$ cat src/rtl/alu8bit_pkg.sv
`default_nettype none
// ============================================================================
// Module      : alu8bit_pkg
// Description : Opcodes, FSM state encoding and opcode-class helpers shared by
//               the ALU issue/writeback stage and its register file.
// Revision    : 1.0 - initial release
// ============================================================================
package alu8bit_pkg;

    localparam logic [3:0] OP_ADD = 4'b1111;
    localparam logic [3:0] OP_SUB = 4'b1110;
    localparam logic [3:0] OP_INC = 4'b1101;
    localparam logic [3:0] OP_DEC = 4'b1100;
    localparam logic [3:0] OP_AND = 4'b0111;
    localparam logic [3:0] OP_OR  = 4'b0110;
    localparam logic [3:0] OP_XOR = 4'b0101;
    localparam logic [3:0] OP_NOT = 4'b0100;

    typedef enum logic [1:0] {
        IDLE = 2'd0,
        EXEC = 2'd1,
        WB   = 2'd2
    } state_t;

    // Opcodes with bit 2 clear are reserved; the ALU leaves its carry stale.
    function automatic logic op_is_legal(input logic [3:0] op);
        return (op & 4'b0100) != 4'b0000;
    endfunction

    function automatic logic op_is_arith(input logic [3:0] op);
        return (op & 4'b1000) != 4'b0000;
    endfunction

endpackage
`default_nettype wire

$ cat src/rtl/alu8bit_regfile.sv
`default_nettype none
// ============================================================================
// Module      : alu8bit_regfile
// Description : NREG x 8 register file, async clear, two combinational read
//               ports, writeback and load write ports (writeback has priority).
// Revision    : 1.0 - initial release
// ============================================================================
module alu8bit_regfile
    import alu8bit_pkg::*;
#(
    parameter  int NREG = 4,
    localparam int RA_W = $clog2(NREG)
) (
    input  logic            clk,
    input  logic            rst,
    input  logic [RA_W-1:0] rd_addr_a,
    input  logic [RA_W-1:0] rd_addr_b,
    output logic [7:0]      rd_data_a,
    output logic [7:0]      rd_data_b,
    input  logic            wb_en,
    input  logic [RA_W-1:0] wb_addr,
    input  logic [7:0]      wb_data,
    input  logic            ld_en,
    input  logic [RA_W-1:0] ld_addr,
    input  logic [7:0]      ld_data
);

    logic [7:0] w_mem [NREG];

    generate
        for (genvar gi = 0; gi < NREG; gi++) begin : g_reg
            logic [7:0] r_q;
            logic       w_wb_hit;
            logic       w_ld_hit;

            assign w_wb_hit = wb_en && (wb_addr == RA_W'(gi));
            assign w_ld_hit = ld_en && (ld_addr == RA_W'(gi));

            always_ff @(posedge clk or posedge rst) begin
                if (rst) begin
                    r_q <= '0;
                end else if (w_wb_hit) begin
                    r_q <= wb_data;
                end else if (w_ld_hit) begin
                    r_q <= ld_data;
                end
            end

            assign w_mem[gi] = r_q;
        end
    endgenerate

    assign rd_data_a = w_mem[rd_addr_a];
    assign rd_data_b = w_mem[rd_addr_b];

endmodule
`default_nettype wire

$ cat src/rtl/alu8bit_issue.sv
`default_nettype none
// ============================================================================
// Module      : alu8bit_issue
// Description : Issue/writeback stage around an 8-bit combinational ALU; one
//               instruction every 3 cycles (accept, execute, writeback).
//               Optional macro ALU_ISSUE_PERF_CNT_EN adds a retired counter.
// Revision    : 1.0 - initial release
// ============================================================================
module alu8bit_issue
    import alu8bit_pkg::*;
#(
    parameter  int NREG = 4,
    localparam int RA_W = $clog2(NREG)
) (
    input  logic            clk,
    input  logic            rst,
    input  logic            instr_valid,
    output logic            instr_ready,
    input  logic [3:0]      instr_op,
    input  logic [RA_W-1:0] instr_rd,
    input  logic [RA_W-1:0] instr_rs1,
    input  logic [RA_W-1:0] instr_rs2,
    input  logic            load_en,
    input  logic [RA_W-1:0] load_addr,
    input  logic [7:0]      load_data,
    output logic            alu_en,
    output logic [3:0]      alu_op,
    output logic [7:0]      alu_a,
    output logic [7:0]      alu_b,
    input  logic [7:0]      alu_out,
    input  logic            alu_cout,
    output logic            res_valid,
    output logic [7:0]      res_data,
    output logic            carry_flag,
    output logic            zero_flag
`ifdef ALU_ISSUE_PERF_CNT_EN
    ,
    output logic [15:0]     retired_cnt
`endif
);

    state_t          r_state;
    state_t          w_next_state;
    logic            w_accept;

    logic            r_alu_en;
    logic [3:0]      r_alu_op;
    logic [7:0]      r_alu_a;
    logic [7:0]      r_alu_b;
    logic [RA_W-1:0] r_rd;
    logic            r_res_valid;
    logic [7:0]      r_res_data;
    logic            r_carry;
    logic            r_zero;

    logic [7:0]      w_rs1_data;
    logic [7:0]      w_rs2_data;
    logic [7:0]      w_result;
    logic            w_cout;

    always_ff @(posedge clk or posedge rst) begin
        if (rst) begin
            r_state <= IDLE;
        end else begin
            r_state <= w_next_state;
        end
    end

    always_comb begin
        w_next_state = r_state;
        w_accept     = 1'b0;
        case (r_state)
            IDLE: begin
                if (instr_valid) begin
                    w_accept     = 1'b1;
                    w_next_state = EXEC;
                end
            end
            EXEC:    w_next_state = WB;
            WB:      w_next_state = IDLE;
            default: w_next_state = IDLE;
        endcase
    end

    // Reserved opcodes produce zero; logic opcodes never report a carry.
    always_comb begin
        w_result = 8'h00;
        w_cout   = 1'b0;
        if (op_is_legal(r_alu_op)) begin
            w_result = alu_out;
            w_cout   = op_is_arith(r_alu_op) ? alu_cout : 1'b0;
        end
    end

    always_ff @(posedge clk or posedge rst) begin
        if (rst) begin
            r_alu_en    <= 1'b0;
            r_alu_op    <= 4'h0;
            r_alu_a     <= 8'h00;
            r_alu_b     <= 8'h00;
            r_rd        <= '0;
            r_res_valid <= 1'b0;
            r_res_data  <= 8'h00;
            r_carry     <= 1'b0;
            r_zero      <= 1'b0;
        end else begin
            if (w_accept) begin
                r_alu_en <= 1'b1;
                r_alu_op <= instr_op;
                r_alu_a  <= w_rs1_data;
                r_alu_b  <= w_rs2_data;
                r_rd     <= instr_rd;
            end else if (r_state == EXEC) begin
                r_alu_en <= 1'b0;
            end

            r_res_valid <= (r_state == EXEC);
            if (r_state == EXEC) begin
                r_res_data <= w_result;
                r_carry    <= w_cout;
                r_zero     <= (w_result == 8'h00);
            end
        end
    end

    alu8bit_regfile #(
        .NREG (NREG)
    ) u_regfile (
        .clk       (clk),
        .rst       (rst),
        .rd_addr_a (instr_rs1),
        .rd_addr_b (instr_rs2),
        .rd_data_a (w_rs1_data),
        .rd_data_b (w_rs2_data),
        .wb_en     (r_res_valid),
        .wb_addr   (r_rd),
        .wb_data   (r_res_data),
        .ld_en     (load_en),
        .ld_addr   (load_addr),
        .ld_data   (load_data)
    );

`ifdef ALU_ISSUE_PERF_CNT_EN
    logic [15:0] r_retired_cnt;

    always_ff @(posedge clk or posedge rst) begin
        if (rst) begin
            r_retired_cnt <= 16'h0000;
        end else if (r_res_valid && (r_retired_cnt != 16'hFFFF)) begin
            r_retired_cnt <= r_retired_cnt + 16'd1;
        end
    end

    assign retired_cnt = r_retired_cnt;
`endif

    assign instr_ready = (r_state == IDLE);
    assign alu_en      = r_alu_en;
    assign alu_op      = r_alu_op;
    assign alu_a       = r_alu_a;
    assign alu_b       = r_alu_b;
    assign res_valid   = r_res_valid;
    assign res_data    = r_res_data;
    assign carry_flag  = r_carry;
    assign zero_flag   = r_zero;

endmodule
`default_nettype wire

$ cat config.mk
export PLATFORM = sky130hd
export DESIGN_NAME = alu8bit_issue
export DESIGN_NICKNAME = d
export VERILOG_FILES = /design/src/rtl/alu8bit_pkg.sv /design/src/rtl/alu8bit_regfile.sv /design/src/rtl/alu8bit_issue.sv
export SDC_FILE = /design/constraint.sdc
export NUM_CORES = 1
export LEC_CHECK = 0
export BUFFER_PORTS_ARGS = -buffer_cell sky130_fd_sc_hd__buf_2
export CORE_MARGIN = 2
export CORE_UTILIZATION = 35
export CTS_BUF_LIST = sky130_fd_sc_hd__clkbuf_16
export CTS_CLUSTER_SIZE = 8
export DETAILED_ROUTE_END_ITERATION = 8
export SETUP_SLACK_MARGIN = 0.2
export SLEW_MARGIN = 0
export SYNTH_ARGS = -nofsm -noshare
export SYNTH_HDL_FRONTEND = slang
export SYNTH_SLANG_ARGS = --single-unit
$ cat constraint.sdc
create_clock -name clk -period 3.05 [get_ports clk]
set_input_delay 0.1525 -clock clk [delete_from_list [all_inputs] [get_ports clk]]
set_output_delay 0.1525 -clock clk [all_outputs]
set_load 0.01 [all_outputs]
==> results.yml, run 1 <==
sta:
  setup_violations: 0
  max_freq_ghz: 0.6765
  tightest_slew_ns: 0.8507
  hold_viol_final: 0
  rsz0062_at_grt: "false"
  post-route-period-util_pct: 48.46
  finalClockSkew_ns: 0.006370
  final.setup.tns_ns: 0
  fin_crit_ns: 1.478
  slew_headroom_pct: 43.29
  maxSlewViolCount: 0
logic_synthesis:
  synth-main-ff-cell: "dfrtp_1"
  synth.avg_cell_area_sq_um: 12.09
  yosysWarnings: 0
  synth-seq-cells: 68
  synth_nets: 303
  synthCells: 270
  synth.distinct_cells: 23
  async_reset_ff_share_pct: 100.0
  seq_area_frac_synth_pct: 52.15
  syn_area_sq_mm: 0.003263
  synth_edf_count: 0
setup_path:
  required_ns: 3.22
  cp-start-kind: "flip-flop"
  worstSetupEndpointType: "flip-flop"
  worstPathArrival_ns: 1.65
  path_class: "reg -> reg"
  critical_path.max_fanout: 16
cells_and_area:
  final_common_cell: "dfrtp_1"
  multiInputGateArea_sq_mm: 0.001433
  fill_cells: 881
  mostFrequentLayoutCells: "dfrtp_1, buf_2, mux2i_1"
  antenna_cells: 0
  syn_to_final_growth_pct: 20.55
  seq_area_sq_mm: 0.001702
  fin_util_pct: 42.98
  drive_gt1_share_pct: 36.04
  fin_nets: 362
power:
  p_sw_uw: 1093
  leakage_uw: 0.001827
  power_density_mw_per_mm2: 931.0
  pwr-share-clk_pct: 28.9
  p_comb_share_pct: 27.7
  p_seq_share_pct: 43.4
  p_total_uw: 3662
  intPower_uw: 2570
  peakVddDrop_mv: 0.3202
  switching_share_pct: 29.84
drt:
  wl_per_cell_um: 16.40
  routed_wl_mm: 7.280
  via_count: 2213
  drtIter0Drc: 82
  drc_errors: 0
  first_pass_iters: 4
  post_drt_via_cell_ratio: 4.984
  antenna_left: 0
floorplanning:
  io_pins: 66
  die_y_um: 100.6
  initial_core_util_pct: 35.65
  rows: 35
  coreArea_sq_mm: 0.009153
  die_w_um: 100.6
  die-area_sq_mm: 0.01011
clocking:
  cts.sinks: 68
  post_cts_buffers: 0
  cts_root_buf: "clkbuf_16"
  clk_latency_ns: 0.32
  cts-resized-gates: 0
  ctsHtreeMaxLevel: 3
  clkSlewWorstSetupHoldPaths_ns: 0.05
  tritoncts: "yes"
  clockBufferDepth: 2
  cts-buffers-inserted: 9
  cts_hold_buf: 0
global_route:
  grt_pass1_wl_mm: 11.52
  first_global_vias: 2199
  grt_use_total_pct: 15.34
  grt_start_max_net_pins: 69
  grt.overflow.total: 0
  antenna_found_initial: 0
place:
  hpwl_mm: 4.898
  place.port_buffers: 65
  gp_congestion: 0.7179
min_path:
  hold_path.class: "in -> reg"
run_status:
  status: "finished clean"
flow_run:
  cap_viol_max_count: 0
==> area by class of cell <==
| cell class | instances | area share, % |
|---|---|---|
| flip-flops and latches | 68 | 43.26 |
| multi-input cells | 179 | 36.42 |
| repair buffers | 67 | 8.651 |
| clock buffers | 9 | 5.725 |
| well taps | 111 | 3.531 |
| clock inverters | 6 | 2.036 |
| inverters | 4 | 0.3817 |
==> final timing paths <==
check	startpoint	end	slack, ns	cells past startpoint
setup / recovery	r_rd[0]$_DFFE_PP0P_	u_regfile.g_reg[2].r_q[6]$_DFFE_PP0P_	1.57	3
hold / removal	instr_op[3]	alu_op[3]$_DFFE_PP0P_	0.06	2
setup reg to reg	r_rd[0]$_DFFE_PP0P_	u_regfile.g_reg[2].r_q[6]$_DFFE_PP0P_	1.57	3
hold reg to reg	alu_en$_DFFE_PP0P_	alu_en$_DFFE_PP0P_	0.48	2
max in group asynchronous	rst	u_regfile.g_reg[1].r_q[0]$_DFFE_PP0P_	2.41	3
min in group asynchronous	rst	alu_en$_DFFE_PP0P_	0.08	3
==> worst max-delay path: stages (launching register included) <==
cell and delay (ns):
dfrtp_1 0.40, nand3b_1 0.59, nor2_1 0.27, a21oi_1 0.06
==> state kept, by name (all words and copies together) (netlist names) <==
| register | count |
|---|---|
| carry_flag | 1 |
| alu_op | 4 |
| zero_flag | 1 |
| r_rd | 2 |
| alu_a | 8 |
| alu_en | 1 |
| res_valid | 1 |
| res_data | 8 |
| u_regfile.g.r_q | 32 |
| r_state | 2 |
| alu_b | 8 |
==> kinds of logic after synthesis <==
| logic type | synth area share (%) |
|---|---|
| buffers and inverters | 3.949 |
| muxes | 28.45 |
| and+or+nand+nor | 10.20 |
| AOI/OAI and AO/OA | 5.253 |
| DFF | 52.15 |
==> per-layer routing <==
layer  up-vias  wire [um]  track usage [%]
met1      1068       3291            19.94
met5         -          0                0
li1       1078          -                -
met4         0         33            3.793
met2        65       3526            24.57
met3         2        428            5.548
==> through the flow <==
stage | instance area (sq um) | hold slack [ns] | setup slack, ns | cells
2_1_floorplan | 3263 | 0.2975 | 1.186 | 270
3_3_place_gp | 3628 | 0.3867 | 1.579 | 429
3_5_place_dp | 3628 | 0.3925 | 1.543 | 429
4_1_cts | 3934 | 0.05077 | 1.530 | 444
5_1_grt | 3934 | 0.05650 | 1.419 | 444
6_report | 3934 | 0.06308 | 1.572 | 444
==> cell usage after synthesis (5+ instances only) <==
cell type | n | area (sq um)
dfrtp_1 | 68 | 1702
mux2i_1 | 32 | 320.3
nand2_1 | 28 | 105.1
nor2_1 | 26 | 97.59
a21oi_1 | 24 | 120.1
mux2_2 | 22 | 247.7
mux4_2 | 16 | 360.4
nand3_1 | 9 | 45.04
o21ai_0 | 9 | 45.04
buf_2 | 8 | 40.04
clkbuf_1 | 5 | 18.77
==> power groups by stage <==
stage	combinational, uW	sequential [uW]	clock, uW
floorplan	659	1600	0
detailed placement	1030	1600	0
finish	1010	1590	1060
global route	1130	1650	1120
global placement	1000	1590	0
CTS	1030	1590	1090
No activity file was read; power rests on OpenSTA's default activity.
==> run 2: changes to the inputs <==
Clock period 3.05 ns to 1.45 ns, I/O delays scaled along.
==> run 2 against run 1 <==
Count of clock-buffer cells in the layout is the same. Utilization grew 4.4 points. Worst hold slack lost 0.058 ns. Sequential power grew 110%. Clock power grew 110%. Via count grew 9.2%. First-iteration DRC count grew 55%. Routed wire length grew 12%. Clock skew shrank 0.0010 ns.
==> results.yml, run 2 (synthesis gave the netlist of run 1 again) <==
cells_and_area:
  seq_area_sq_mm: 0.001702
  largest_register_ffs: 32
  drive_gt1_share_pct: 39.57
  regMostFlops: "u_regfile.g.r_q"
  mostFrequentLayoutCells: "dfrtp_1, buf_2, mux2i_1"
  fill_cells: 829
  fin_nets: 397
  multiInputGateArea_sq_mm: 0.001458
  fin_util_pct: 47.42
  antenna_cells: 0
  final_cells: 480
  syn_to_final_growth_pct: 33.01
  final_common_cell: "dfrtp_1"
setup_path:
  path_class: "reg -> reg"
  rrSetupSlack_ns: 0.19
  critical_path.max_fanout: 3
  cp-start-kind: "flip-flop"
  worstPathArrival_ns: 1.47
  reg2reg_from: "u_regfile.g_reg[3].r_q[5]$_DFFE_PP0P_"
  cp_slowest_cell: "mux4_2"
  r2r_cells: 2
  r2r_end: "alu_b[5]$_DFFE_PP0P_"
  worstSetupEndpointType: "flip-flop"
  required_ns: 1.66
  crit_chain: "mux4_2 -> mux2_2"
  slowest_delay_ns: 0.48
  crit_buf_inv: 0
  critPathTopFamily: "multiplexers"
floorplanning:
  die_w_um: 100.6
  io_pins: 66
  die-area_sq_mm: 0.01011
  initial_core_util_pct: 35.65
  die_y_um: 100.6
  rows: 35
  coreArea_sq_mm: 0.009153
min_path:
  hold_path.class: "in -> reg"
  whs_path_depth: 3
  min-delay-start: "alu_out[7]"
  holdPathEnd: "res_data[7]$_DFFE_PP0P_"
clocking:
  ctsHtreeMaxLevel: 3
  cts-buffers-inserted: 9
  cts.sinks: 68
  tritoncts: "yes"
  clockBufferDepth: 2
  cts_root_buf: "clkbuf_16"
  clkSlewWorstSetupHoldPaths_ns: 0.05
  clk_latency_ns: 0.32
place:
  place_inst: 440
  gp_congestion: 0.7554
  place.port_buffers: 65
  hpwl_mm: 5.266
global_route:
  grt_pass1_wl_mm: 12.68
  antenna_found_initial: 0
  grt.overflow.total: 0
  grt_start_max_net_pins: 69
  grt_use_total_pct: 16.72
  first_global_vias: 2510
flow_run:
  cap_viol_max_count: 0
sta:
  final.setup.tns_ns: 0
  fin_crit_ns: 1.263
  tightest_slew_ns: 0.3738
  hold_viol_final: 0
  post-route-period-util_pct: 87.11
  maxSlewViolCount: 0
  slew_headroom_pct: 75.08
  finalClockSkew_ns: 0.005367
  max_freq_ghz: 0.7917
  rsz0062_at_grt: "true"
  setup_violations: 0
drt:
  post_drt_via_cell_ratio: 5.033
  first_pass_iters: 4
  routed_wl_mm: 8.127
  via_count: 2416
  drtIter0Drc: 127
  antenna_left: 0
  wl_per_cell_um: 16.93
  drc_errors: 0
power:
  peakVddDrop_mv: 0.9991
  p_total_uw: 8072
  leakage_uw: 0.002046
  power_density_mw_per_mm2: 1860
run_status:
  status: "finished clean"
## run 2: area by class of cell
type | count | share of cell area [%]
repair buffers | 102 | 16.49
clock inverters | 7 | 1.903
clock buffers | 9 | 5.189
multi-input cells | 179 | 33.58
inverters | 4 | 0.4324
well taps | 111 | 3.200
flip-flops and latches | 68 | 39.20
## run 2: stage by stage
step,worst slack (ns),hold WS [ns],instance area [sq um]
floorplan,0.1680,0.2175,3284
global placement,0.1511,0.1991,3742
detailed placement,0.1253,0.2046,3742
CTS,0.1897,0.002282,4202
global route,0.1417,0.03418,4340
finish,0.1869,0.005109,4340
## run 2: power breakdown
group | switching, uW | internal (uW)
sequential | 669 | 2720
combinational | 1010 | 1440
clock | 752 | 1480
## run 2: how the worst max path moves through the flow
| stage | start | to | slack [ns] | cells past startpoint |
|---|---|---|---|---|
| global route | res_valid$_DFF_PP0_ | u_regfile.g_reg[0].r_q[7]$_DFFE_PP0P_ | 0.14 | 4 |
| floorplan | res_valid$_DFF_PP0_ | u_regfile.g_reg[0].r_q[0]$_DFFE_PP0P_ | 0.17 | 5 |
| CTS | u_regfile.g_reg[3].r_q[2]$_DFFE_PP0P_ | alu_b[2]$_DFFE_PP0P_ | 0.19 | 2 |
| detailed placement | instr_rs1[1] | alu_a[2]$_DFFE_PP0P_ | 0.13 | 3 |
| finish | u_regfile.g_reg[3].r_q[5]$_DFFE_PP0P_ | alu_b[5]$_DFFE_PP0P_ | 0.19 | 2 |
| global placement | instr_rs1[1] | alu_a[3]$_DFFE_PP0P_ | 0.15 | 3 |
## run 2: tightest hold or removal path: stages
cell     delay (ns)
buf_2          0.09
nand3_1        0.07
nand2_1        0.07
## run 2: timing repair
item | 4_1_cts | 5_1_grt
setup endpoints to repair | 12 | 25
hold buffers | 13 | 0
resized for setup | 2 | 8
pin swaps | 0 | 2
endpoints found under the hold margin | 80 | 0
cloned | 0 | 3
setup buffers | 2 | 6
## run 2: metal layers
metal,vias to the layer above,track usage [%],part of all wire [%]
li1,1152,-,-
met1,1195,19.83,42
met2,63,29.99,51
met3,6,5.132,5.6
met4,0,3.477,0.80
met5,-,0,0
